--- src/rtl/maquina_cafe_pkg.sv ---
// Shared definitions for the parametrised coffee-machine controller:
// state encoding, error codes and the status colour shown in each state.
package maquina_cafe_pkg;

    typedef enum logic [2:0] {
        REPOUSO   = 3'd0,
        ESCOLHA   = 3'd1,
        PAGAMENTO = 3'd2,
        PREPARO   = 3'd3,
        TROCO     = 3'd4,
        ERRO      = 3'd5
    } estado_e;

    localparam logic [1:0] ERRO_NENHUM  = 2'd0;
    localparam logic [1:0] ERRO_SENSOR  = 2'd1;
    localparam logic [1:0] ERRO_PRODUTO = 2'd2;

    localparam logic [2:0] RGB_REPOUSO   = 3'b001;
    localparam logic [2:0] RGB_ESCOLHA   = 3'b011;
    localparam logic [2:0] RGB_PAGAMENTO = 3'b110;
    localparam logic [2:0] RGB_PREPARO   = 3'b010;
    localparam logic [2:0] RGB_TROCO     = 3'b101;
    localparam logic [2:0] RGB_ERRO      = 3'b100;

    // Status colour {R,G,B} for a given state.
    function automatic logic [2:0] rgb_of(input estado_e s);
        logic [2:0] rgb;
        case (s)
            REPOUSO:   rgb = RGB_REPOUSO;
            ESCOLHA:   rgb = RGB_ESCOLHA;
            PAGAMENTO: rgb = RGB_PAGAMENTO;
            PREPARO:   rgb = RGB_PREPARO;
            TROCO:     rgb = RGB_TROCO;
            ERRO:      rgb = RGB_ERRO;
            default:   rgb = RGB_ERRO;
        endcase
        return rgb;
    endfunction

endpackage

--- src/rtl/maquina_cafe_if.sv ---
// Front-panel bundle of the coffee machine: buttons, note acceptor, price
// table and sensors toward the controller; state, money and indicators back.
interface maquina_cafe_if #(
    parameter int NUM_PROD = 4,
    parameter int VAL_W    = 4,
    parameter int CRED_W   = 6,
    parameter int NUM_SENS = 3
);
    localparam int SEL_W = $clog2(NUM_PROD);

    logic                      TICK;
    logic                      CONFIRMA;
    logic                      INSERIR;
    logic                      CANCELA;
    logic [VAL_W-1:0]          VALOR_NOTA;
    logic [SEL_W-1:0]          PRODUTO;
    logic [NUM_PROD*VAL_W-1:0] PRECOS;
    logic [NUM_SENS-1:0]       SENSORES;

    logic [2:0]                ESTADO;
    logic [CRED_W-1:0]         CREDITO;
    logic [CRED_W-1:0]         TROCO;
    logic [NUM_PROD-1:0]       LED_PREPARO;
    logic [1:0]                ERRO_COD;
    logic [2:0]                RGB;

    modport master (
        output TICK, CONFIRMA, INSERIR, CANCELA, VALOR_NOTA, PRODUTO, PRECOS, SENSORES,
        input  ESTADO, CREDITO, TROCO, LED_PREPARO, ERRO_COD, RGB
    );

    modport slave (
        input  TICK, CONFIRMA, INSERIR, CANCELA, VALOR_NOTA, PRODUTO, PRECOS, SENSORES,
        output ESTADO, CREDITO, TROCO, LED_PREPARO, ERRO_COD, RGB
    );

endinterface

--- src/rtl/maquina_cafe_tick_timer.sv ---
// TICK counter shared by all timed states; done flags the tick that reaches
// the limit so the controller can leave the state on that same cycle.
module tick_timer #(
    parameter int WIDTH = 5
) (
    input  logic             clk,
    input  logic             rst_n,
    input  logic             clear,
    input  logic             enable,
    input  logic [WIDTH-1:0] limit,
    output logic             done
);

    logic [WIDTH-1:0] count_q, count_d;
    logic [WIDTH:0]   next_s;

    // Next count; clear beats enable so a reload on a tick starts from zero.
    always_comb begin
        next_s = {1'b0, count_q} + {{WIDTH{1'b0}}, 1'b1};
        done   = enable && (next_s >= {1'b0, limit});
        if (clear) begin
            count_d = '0;
        end else if (enable && !next_s[WIDTH]) begin
            count_d = next_s[WIDTH-1:0];
        end else begin
            count_d = count_q;
        end
    end

    // Count register with synchronous reset.
    always_ff @(posedge clk) begin
        if (!rst_n) begin
            count_q <= '0;
        end else begin
            count_q <= count_d;
        end
    end

endmodule

--- src/rtl/maquina_cafe_param.sv ---
// Parametrised coffee-machine controller: product choice, saturating credit,
// brewing with sensor supervision, change/refund and fault recovery.
module maquina_cafe_param
    import maquina_cafe_pkg::*;
#(
    parameter int NUM_PROD  = 4,
    parameter int VAL_W     = 4,
    parameter int CRED_W    = 6,
    parameter int NUM_SENS  = 3,
    parameter int T_PREPARO = 8,
    parameter int T_TROCO   = 2,
    parameter int T_TIMEOUT = 30
) (
    input logic           CLK,
    input logic           RST_N,
    maquina_cafe_if.slave bus
);

    localparam int SEL_W = $clog2(NUM_PROD);
    localparam int T_MAX_A = (T_PREPARO > T_TROCO) ? T_PREPARO : T_TROCO;
    localparam int T_MAX   = (T_MAX_A > T_TIMEOUT) ? T_MAX_A : T_TIMEOUT;
    localparam int TMR_W   = $clog2(T_MAX + 1);

    estado_e             state_q, state_d;
    logic [SEL_W-1:0]    prod_q, prod_d;
    logic [VAL_W-1:0]    price_q, price_d;
    logic [CRED_W-1:0]   credito_q, credito_d;
    logic [CRED_W-1:0]   troco_q, troco_d;
    logic [NUM_PROD-1:0] led_q, led_d;
    logic [1:0]          erro_q, erro_d;
    logic [2:0]          rgb_q, rgb_d;

    logic [VAL_W-1:0]    sel_price_s;
    logic                prod_valid_s;
    logic                sens_ok_s;
    logic                tmr_clear_s;
    logic                tmr_enable_s;
    logic [TMR_W-1:0]    tmr_limit_s;
    logic                tmr_done_s;

    function automatic logic [CRED_W-1:0] sat_add(input logic [CRED_W-1:0] a,
                                                  input logic [VAL_W-1:0]  b);
        logic [CRED_W:0] sum;
        sum = {1'b0, a} + (CRED_W+1)'(b);
        if (sum[CRED_W]) begin
            return '1;
        end else begin
            return sum[CRED_W-1:0];
        end
    endfunction

    assign sens_ok_s    = &bus.SENSORES;
    assign prod_valid_s = (32'(bus.PRODUTO) < 32'(NUM_PROD));

    // Price of the product currently on the selection switches.
    always_comb begin
        sel_price_s = '0;
        for (int i = 0; i < NUM_PROD; i++) begin
            sel_price_s = (bus.PRODUTO == SEL_W'(i)) ? bus.PRECOS[i*VAL_W +: VAL_W] : sel_price_s;
        end
    end

    // Timer limit and tick gating for the state being timed.
    always_comb begin
        tmr_limit_s  = '0;
        tmr_enable_s = 1'b0;
        case (state_q)
            PAGAMENTO: begin
                tmr_limit_s  = TMR_W'(T_TIMEOUT);
                tmr_enable_s = bus.TICK;
            end
            PREPARO: begin
                tmr_limit_s  = TMR_W'(T_PREPARO);
                tmr_enable_s = bus.TICK;
            end
            TROCO: begin
                tmr_limit_s  = TMR_W'(T_TROCO);
                tmr_enable_s = bus.TICK;
            end
            default: begin
                tmr_limit_s  = '0;
                tmr_enable_s = 1'b0;
            end
        endcase
    end

    // Any state change reloads the timer; an accepted note restarts the payment timeout.
    assign tmr_clear_s = (state_d != state_q) || ((state_q == PAGAMENTO) && bus.INSERIR);

    tick_timer #(
        .WIDTH (TMR_W)
    ) u_timer (
        .clk    (CLK),
        .rst_n  (RST_N),
        .clear  (tmr_clear_s),
        .enable (tmr_enable_s),
        .limit  (tmr_limit_s),
        .done   (tmr_done_s)
    );

    // Next-state and next-output logic of the controller.
    always_comb begin
        state_d   = state_q;
        prod_d    = prod_q;
        price_d   = price_q;
        credito_d = credito_q;
        troco_d   = troco_q;
        erro_d    = erro_q;
        case (state_q)
            REPOUSO: begin
                if (!sens_ok_s) begin
                    state_d = ERRO;
                    erro_d  = ERRO_SENSOR;
                end else if (bus.CONFIRMA) begin
                    state_d = ESCOLHA;
                end else begin
                    state_d = REPOUSO;
                end
            end
            ESCOLHA: begin
                if (bus.CONFIRMA) begin
                    if (prod_valid_s) begin
                        prod_d  = bus.PRODUTO;
                        price_d = sel_price_s;
                        state_d = PAGAMENTO;
                    end else begin
                        state_d = ERRO;
                        erro_d  = ERRO_PRODUTO;
                    end
                end else if (bus.CANCELA) begin
                    state_d = REPOUSO;
                end else begin
                    state_d = ESCOLHA;
                end
            end
            PAGAMENTO: begin
                // A note arriving with the cancel is rejected, and a note on the
                // timeout tick keeps the customer paying.
                if (bus.CANCELA || (tmr_done_s && !bus.INSERIR)) begin
                    state_d = TROCO;
                    troco_d = credito_q;
                end else begin
                    if (bus.INSERIR) begin
                        credito_d = sat_add(credito_q, bus.VALOR_NOTA);
                    end else begin
                        credito_d = credito_q;
                    end
                    if (credito_d >= CRED_W'(price_q)) begin
                        state_d = PREPARO;
                    end else begin
                        state_d = PAGAMENTO;
                    end
                end
            end
            PREPARO: begin
                if (!sens_ok_s) begin
                    state_d = TROCO;
                    troco_d = credito_q;
                    erro_d  = ERRO_SENSOR;
                end else if (tmr_done_s) begin
                    state_d = TROCO;
                    troco_d = credito_q - CRED_W'(price_q);
                end else begin
                    state_d = PREPARO;
                end
            end
            TROCO: begin
                if (tmr_done_s) begin
                    credito_d = '0;
                    troco_d   = '0;
                    state_d   = (erro_q != ERRO_NENHUM) ? ERRO : REPOUSO;
                end else begin
                    state_d = TROCO;
                end
            end
            ERRO: begin
                if (bus.CONFIRMA && sens_ok_s) begin
                    state_d = REPOUSO;
                    erro_d  = ERRO_NENHUM;
                end else begin
                    state_d = ERRO;
                end
            end
            default: begin
                state_d = REPOUSO;
                erro_d  = ERRO_NENHUM;
            end
        endcase
        led_d = (state_d == PREPARO) ? (NUM_PROD'(1) << prod_d) : '0;
        rgb_d = rgb_of(state_d);
    end

    // Controller state and every output register, synchronous active-low reset.
    always_ff @(posedge CLK) begin
        if (!RST_N) begin
            state_q   <= REPOUSO;
            prod_q    <= '0;
            price_q   <= '0;
            credito_q <= '0;
            troco_q   <= '0;
            led_q     <= '0;
            erro_q    <= ERRO_NENHUM;
            rgb_q     <= RGB_REPOUSO;
        end else begin
            state_q   <= state_d;
            prod_q    <= prod_d;
            price_q   <= price_d;
            credito_q <= credito_d;
            troco_q   <= troco_d;
            led_q     <= led_d;
            erro_q    <= erro_d;
            rgb_q     <= rgb_d;
        end
    end

    assign bus.ESTADO      = state_q;
    assign bus.CREDITO     = credito_q;
    assign bus.TROCO       = troco_q;
    assign bus.LED_PREPARO = led_q;
    assign bus.ERRO_COD    = erro_q;
    assign bus.RGB         = rgb_q;

endmodule

--- src/flat_wrapper.sv ---
// flat-port wrapper written by rule: the top's interface ports become plain ports
module maquina_cafe_param_flat import maquina_cafe_pkg::*;
#(
    parameter int NUM_PROD  = 4,
    parameter int VAL_W     = 4,
    parameter int CRED_W    = 6,
    parameter int NUM_SENS  = 3,
    parameter int T_PREPARO = 8,
    parameter int T_TROCO   = 2,
    parameter int T_TIMEOUT = 30
)
  (CLK, RST_N, bus_TICK, bus_CONFIRMA, bus_INSERIR, bus_CANCELA, bus_VALOR_NOTA, bus_PRODUTO, bus_PRECOS, bus_SENSORES, bus_ESTADO, bus_CREDITO, bus_TROCO, bus_LED_PREPARO, bus_ERRO_COD, bus_RGB);
  maquina_cafe_if #(.NUM_PROD(NUM_PROD), .VAL_W(VAL_W), .CRED_W(CRED_W), .NUM_SENS(NUM_SENS)) bus_i ();
  input logic CLK;
  input logic RST_N;
  input wire logic [$bits(bus_i.TICK)-1:0] bus_TICK;
  input wire logic [$bits(bus_i.CONFIRMA)-1:0] bus_CONFIRMA;
  input wire logic [$bits(bus_i.INSERIR)-1:0] bus_INSERIR;
  input wire logic [$bits(bus_i.CANCELA)-1:0] bus_CANCELA;
  input wire logic [$bits(bus_i.VALOR_NOTA)-1:0] bus_VALOR_NOTA;
  input wire logic [$bits(bus_i.PRODUTO)-1:0] bus_PRODUTO;
  input wire logic [$bits(bus_i.PRECOS)-1:0] bus_PRECOS;
  input wire logic [$bits(bus_i.SENSORES)-1:0] bus_SENSORES;
  output wire logic [$bits(bus_i.ESTADO)-1:0] bus_ESTADO;
  output wire logic [$bits(bus_i.CREDITO)-1:0] bus_CREDITO;
  output wire logic [$bits(bus_i.TROCO)-1:0] bus_TROCO;
  output wire logic [$bits(bus_i.LED_PREPARO)-1:0] bus_LED_PREPARO;
  output wire logic [$bits(bus_i.ERRO_COD)-1:0] bus_ERRO_COD;
  output wire logic [$bits(bus_i.RGB)-1:0] bus_RGB;
  assign bus_i.TICK = bus_TICK;
  assign bus_i.CONFIRMA = bus_CONFIRMA;
  assign bus_i.INSERIR = bus_INSERIR;
  assign bus_i.CANCELA = bus_CANCELA;
  assign bus_i.VALOR_NOTA = bus_VALOR_NOTA;
  assign bus_i.PRODUTO = bus_PRODUTO;
  assign bus_i.PRECOS = bus_PRECOS;
  assign bus_i.SENSORES = bus_SENSORES;
  assign bus_ESTADO = bus_i.ESTADO;
  assign bus_CREDITO = bus_i.CREDITO;
  assign bus_TROCO = bus_i.TROCO;
  assign bus_LED_PREPARO = bus_i.LED_PREPARO;
  assign bus_ERRO_COD = bus_i.ERRO_COD;
  assign bus_RGB = bus_i.RGB;
  maquina_cafe_param #(.NUM_PROD(NUM_PROD), .VAL_W(VAL_W), .CRED_W(CRED_W), .NUM_SENS(NUM_SENS), .T_PREPARO(T_PREPARO), .T_TROCO(T_TROCO), .T_TIMEOUT(T_TIMEOUT)) u_core (.CLK(CLK), .RST_N(RST_N), .bus(bus_i));
endmodule
--- config.mk ---
export PLATFORM = sky130hd
export DESIGN_NAME = maquina_cafe_param_flat
export DESIGN_NICKNAME = d
export VERILOG_FILES = /design/src/rtl/maquina_cafe_pkg.sv /design/src/rtl/maquina_cafe_if.sv /design/src/rtl/maquina_cafe_tick_timer.sv /design/src/rtl/maquina_cafe_param.sv /design/src/flat_wrapper.sv
export SDC_FILE = /design/constraint.sdc
export NUM_CORES = 1
export LEC_CHECK = 0
export CAP_MARGIN = 10
export CORE_ASPECT_RATIO = 1.25
export CORE_MARGIN = 10
export CORE_UTILIZATION = 52
export CTS_BUF_LIST = sky130_fd_sc_hd__clkbuf_8
export DETAILED_ROUTE_END_ITERATION = 12
export PLACE_DENSITY = 0.82
export SLEW_MARGIN = 20
export SYNTH_ARGS = -nofsm -noshare
export SYNTH_HDL_FRONTEND = slang
export SYNTH_SLANG_ARGS = --single-unit
--- constraint.sdc ---
create_clock -name CLK -period 5.39 [get_ports CLK]
set_clock_uncertainty 0.2 [all_clocks]
set_input_delay 1.617 -clock CLK [delete_from_list [all_inputs] [get_ports CLK]]
set_output_delay 1.617 -clock CLK [all_outputs]
set_load 0.05 [all_outputs]
### Word level (Yosys, flattened, before mapping)

Cells that the tools add are included.

| storage, ports and cells | value |
|---|---|
| bits in registers | 35 |
| input port bits | 31 |
| output and inout bits | 24 |
| logic and storage cells | 96 |

| operators by class | value |
|---|---|
| $add $sub $neg | 3 |
| order comparisons | 2 |
| equal/unequal tests | 19 |
| shift operators | 1 |
| mux-type cells | 35 |
| bitwise operators | 2 |
| reductions and logical operators | 25 |

Operators with widths:

| kind | number |
|---|---|
| 2-to-1 mux 6 bit | 9 |
| 2-to-1 mux 3 bit | 8 |
| case mux 3 bit (6 select lines) | 1 |
| case mux 6 bit (3 select lines) | 1 |
| 2-to-1 mux 4 bit | 4 |
| case mux 3 bit (5 select lines) | 1 |
| case mux 5 bit (3 select lines) | 1 |
| == test 3 x 2 -> 1 bit, second input constant | 4 |
| case mux 6 bit (2 select lines) | 1 |
| == test 3 bit, second input constant | 3 |
| AND reduction 3 bit | 3 |
| 2-to-1 mux 2 bit | 4 |
| adder 6 x 4 -> 7 bit | 1 |
| adder 5 x 1 -> 6 bit, second input constant | 1 |
| == test 3 x 1 -> 1 bit, second input constant | 2 |
| >= comparator 6 x 4 -> 1 bit | 1 |
| >= comparator 6 x 5 -> 1 bit | 1 |
| logical NOT 3 bit | 2 |
| != test 2 bit, second input constant | 3 |
| case mux 2 bit (3 select lines) | 1 |
| OR reduction 3 bit | 2 |
| subtractor 6 x 4 -> 6 bit | 1 |
| logical AND 1 bit | 5 |
| == test 2 bit, second input constant | 2 |
| 15 further kinds | 25 |

### Longest topological paths before layout

| depth | value |
|---|---|
| depth in word-level cells | 15 |
| mapped depth | 14 |
| mapped depth without buffers | 14 |

### Cells and area by module

From an unflattened synthesis, not the netlist that was laid out.

| unflattened totals | value |
|---|---|
| cell total of the unflattened synthesis | 279 |
| area total of the unflattened synthesis | 2419.8 µm² |

By module, submodules not included:

| module | times used | cells each | area each (µm²) | sequential area each (µm²) |
|---|---|---|---|---|
| maquina_cafe_param | 1 | 231 | 2015.7 | 580.6 |
| tick_timer | 1 | 48 | 404.1 | 100.1 |

### Worst setup path before layout

No wires, ideal clock.

| timing path | value |
|---|---|
| kind | input-to-reg |
| from | input port bus_VALOR_NOTA[0] |
| to | register u_core.u_timer.count_q[0] |
| setup time | 0.092 ns |
| arrival | 4.273 ns |
| data required time | 5.098 ns |
| slack | 0.825 ns |
| stages | 13 |
| path buffers | 0 |
| path through | ha_1 inv_1 fa_1 nand2b_1 o2bb2ai_1 o21ai_0 o22ai_1 ha_1 o21ai_0 a21oi_1 a2111oi_2 o22ai_1 nor4_1 |

| between the ends | value |
|---|---|
| word-level cells in the longest chain between the ends | 12 |

RTL lines:

| what | line | source |
|---|---|---|
| start, declared | flat_wrapper.sv:20 | `input wire logic [$bits(bus_i.VALOR_NOTA)-1:0] bus_VALOR_NOTA;` |
| adder 6 x 4 -> 7 bit | maquina_cafe_param.sv:44 | `sum = {1'b0, a} + (CRED_W+1)'(b);` |
| 2-to-1 mux 6 bit | maquina_cafe_param.sv:45 | `if (sum[CRED_W]) begin` |
| 2-to-1 mux 6 bit | maquina_cafe_param.sv:143 | `if (bus.INSERIR) begin` |
| 2-to-1 mux 6 bit | maquina_cafe_param.sv:139 | `if (bus.CANCELA \|\| (tmr_done_s && !bus.INSERIR)) begin` |
| 2-to-1 mux 6 bit | maquina_cafe_param.sv:109 | `case (state_q)` |
| >= comparator 6 x 4 -> 1 bit | maquina_cafe_param.sv:148 | `if (credito_d >= CRED_W'(price_q)) begin` |
| 2-to-1 mux 1 bit | maquina_cafe_param.sv:148 |  |
| 2-to-1 mux 3 bit | maquina_cafe_param.sv:139 |  |
| case mux 3 bit (6 select lines) | maquina_cafe_param.sv:109 |  |
| != test 3 bit | maquina_cafe_param.sv:88 | `assign tmr_clear_s = (state_d != state_q) \|\| ((state_q == PAGAMENTO) && bus.INSERIR);` |
| logical OR 1 bit | maquina_cafe_param.sv:88 |  |
| OR reduction 2 bit (no source line) | - |  |
| end signal, assigned | maquina_cafe_tick_timer.sv:35 | `count_q <= count_d;` |
| end, declared | maquina_cafe_tick_timer.sv:14 | `logic [WIDTH-1:0] count_q, count_d;` |

Every way passes these cells. The select of a mux whose other input is x is not followed.
A chain may end at the register's enable or synchronous reset.

### Worst setup path in the final report

| timing path | value |
|---|---|
| from | input port bus_VALOR_NOTA[0] |
| to | register u_core.u_timer.count_q[1] |

Same word-level chain as after synthesis.

==> metrics.md <==
| Metric | Value |
|---|---|
| Status | completed |
| Asr flop ratio synth | 0 |
| Pre-antenna DRT Iters | 4 |
| # Post-CTS Setup Buffers | 0 |
| Tmin final | 4.957 ns |
| Vias in the first global route | 2,245 |
| CP max-delay cell | clkdlybuf4s50_1 |
| Diode count | 0 |
| EDFF count, synth | 0 |
| Max H-tree Level | 2 |
| Residual DRC count | 0 |
| Largest net degree at the start of global routing | 20 |
| Core area | 4459 um2 |
| Hold Crit Class | register to register |
| Yosys cell types | 60 |
| Synth Area in Simple Gates | 0.2101 |
| Mapped Cells | 274 |
| PwrDens | 325.0 nW/um2 |
| Mapped Area | 2406 um2 |
| Final WL | 6011 um |
| Compound-Gate Fraction of Synth Area | 0.2122 |
| Area growth, synth to finish | 27.25% |
| # IOs | 55 |
| Synth top area share | 0.2829 |
| Die Footprint | 7765 um2 |
| Setup-failing EPs final | 0 |
| Critical path origin | bus_VALOR_NOTA[0] |
| R2R setup slack | 1.71 ns |
| Worst EP arrival | 4.96 ns |
| P_int | 0.0005901 W |
| Via count | 2,227 |
| Multiplexer share of the synthesized area | 0.1045 |
| Design Power | 0.0009951 W |
| RSZ-0062 raised after global routing | false |
| TritonCTS clock tree | done |
| Antenna Violating Nets Remaining | 0 |
| Post-Synthesis Net Count | 324 |
| Top FF cell, synth | dfxtp_1 |
| Worst VDD drop | 253.4 uV |
| Type of the worst setup path | input port to register |
| First-pass GRT wire length | 10,230 um |
| Clock tree root buffer cell | clkbuf_8 |
| Initial Utilization | 0.5396 |
| Die Ht | 96.05 um |
| HP Start | u_core.price_q[2] |
| Logic pwr share | 0.445 |
| CP Capture Type | register |
| I/O Buffers | 53 |
| Layout cells sized above 1 | 0.08359 |
| Non-Filler Instances | 381 |
| Synth Area in XOR/XNOR | 0.02548 |
| Sw Pwr | 0.0004050 W |
| Inserted Clock Buffers | 5 |
| Standard-cell rows | 27 |
| Slew headroom | 0.6329 |
| Finished layout cell area | 3062 um2 |
| Max-cap violation count | 0 |
| Die span in x | 80.84 um |
| Seq/Total Area, Yosys | 0.2829 |
| Largest family of logic cells by synthesized area | compound AO/OA/AOI/OAI gates |
| Total GRT Usage | 0.1629 |
| Worst-path clk slew | 0.08 ns |
| Fin nets | 372 |
| Initial antenna violation count | 0 |
| WL/cell | 15.78 um |
| Syn Area/Cell | 8.781 um2 |
| Leakage | 1.228 nW |
| WP data required | 5.40 ns |
| Area leader, netlist | dfxtp_1 |
| Hold Vio Cnt, Final | 0 |
| Gpl congestion | 0.8811 |
| Max Freq | 0.2017 GHz |
| Top-count cell post-synth | dfxtp_1 |
| # fillers | 386 |
| Initial DRC Count | 158 |
| Clk_lat worst skew | 0.30 ns |
| Seq cells post-synth | 34 |
| Fin. max-slew vios | 0 |
| Grt ovf | 0 |
| Critical R2R Launch | u_core.bus.CREDITO[0] |
| Most frequent cells after synthesis | 34 x dfxtp_1, 21 x nor2_1, 19 x inv_1 |
| Ys Warns | 0 |
| Crit-path max FO | 5 |
| Max clock buf depth | 2 |
| Clk sinks | 34 |
| Synth top area cells | dfxtp_1 28%, ha_1 8.8%, mux2i_1 6.2% |
| Tcrit/Tclk final | 0.9196 |
| Sequential Power Share | 0.313 |
| Synth Area in Adders | 0.1050 |
| Placed cell count | 373 |
| CP cell instances | clkdlybuf4s50_1, ha_1, inv_1, fa_1, nand2b_1, o2bb2ai_1, o21ai_1, o22ai_1, ha_1, o21ai_0, a21oi_1, a2111oi_2, o22ai_1, nor4_1 |
| Post-DP Area | 2948 um2 |
| Net Sw Frac | 0.4070 |
| Vias per cell | 5.845 |
| Startpoint class of the critical path | input port |
| CP peak stage delay | 0.46 ns |
| Worst Max-Slew Pin Slew | 0.5474 ns |
| DP HPWL | 4735 um |
| Clk pwr share | 0.241 |
## per-layer routing
layer  share of wire  vias up  wire length, um  global-route usage
met4           0.012        0               74             0.05925
li1                -     1099                -                   -
met5               0        -                0                   0
met2            0.51       73             3046              0.2733
met1            0.39     1049             2364              0.1803
met3           0.087        6              525             0.06810
## cell families after synthesis
logic type      count (synthesis)
compound gates                 68
xor+xnor                        7
fa+ha+maj                      19
buf+inv                        33
flops                          34
mux                            20
other cells                     1
simple gates                   92
## path summary, 6_finish.rpt
| check | to | cells after the start |
|---|---|---|
| setup / recovery | u_core.u_timer.count_q[1] | 14 |
| hold reg to reg | u_core.price_q[2] | 2 |
| hold / removal | u_core.price_q[2] | 2 |
| setup reg to reg | u_core.u_timer.count_q[1] | 13 |
## worst max-delay path, delay by kind of cell
family	cells	cell delay [ns]
and+or+nand+nor	2	0.47
buffers and inverters	2	0.52
adders and majority gates	3	0.85
AOI/OAI and AO/OA	7	1.52
## registers in the layout, summed over array words and instances (netlist names)
signal                  count
u_core.bus.CREDITO          6
u_core.bus.ERRO_COD         1
u_core.bus.ESTADO           3
u_core.bus.LED_PREPARO      4
u_core.bus.RGB              3
u_core.bus.TROCO            6
u_core.price_q              4
u_core.prod_q               2
u_core.u_timer.count_q      5
## placed cells by master, fill, tap and decap left out, types with 5 or more instances in the layout
cell type | Yosys | routed
a21o_1 | 5 | 5
nand3_1 | 16 | 16
nor4_1 | 8 | 8
ha_1 | 17 | 17
inv_1 | 19 | 19
o21a_1 | 6 | 6
clkbuf_8 | 0 | 5
a21oi_1 | 7 | 7
nor2_1 | 21 | 21
nand2b_1 | 7 | 7
dfxtp_1 | 34 | 34
nand2_1 | 12 | 12
o21ai_0 | 15 | 14
nor3_1 | 5 | 5
mux2i_1 | 15 | 15
clkdlybuf4s50_1 | 0 | 53
## power by group through the flow
stage / clock, W / sequential (W) / combinational, W
2_1_floorplan: 0 / 0.000380 / 0.000264
3_3_place_gp: 0 / 0.000317 / 0.000432
3_5_place_dp: 0 / 0.000316 / 0.000437
4_1_cts: 0.000242 / 0.000311 / 0.000442
5_1_grt: 0.000254 / 0.000315 / 0.000481
6_report: 0.000240 / 0.000312 / 0.000443
## through the flow
step	TNS, ns	hold slack (ns)	utilization	setup slack [ns]
after floorplan	0	0.2634	-	0.8251
after global placement	0	0.2757	0.6611	0.09896
after detailed placement	-0.01412	0.2869	0.6611	-0.01136
after global routing	0	0.3445	0.6866	0.1249
final	0	0.2957	0.6866	0.4334
after CTS	0	0.3046	0.6866	0.2968
## what timing repair did
| action | 4_1_cts | 5_1_grt |
|---|---|---|
| resized for setup | 0 | 1 |
| hold buffers | 0 | 0 |
| endpoints found under the setup margin | 0 | 1 |
## final cells by class
cell class                 instances  area (um2)  share of cell area
timing repair buffer              53       530.5              0.1733
clock buffer                       5       68.82             0.02248
inverter                          21       78.83             0.02575
clock inverter                     3       45.04             0.01471
multi-input combinational        207        1585              0.5178
tap                               58       72.57             0.02370
sequential                        34       680.7              0.2223
Note: power is estimated with default switching activity, not from simulation.
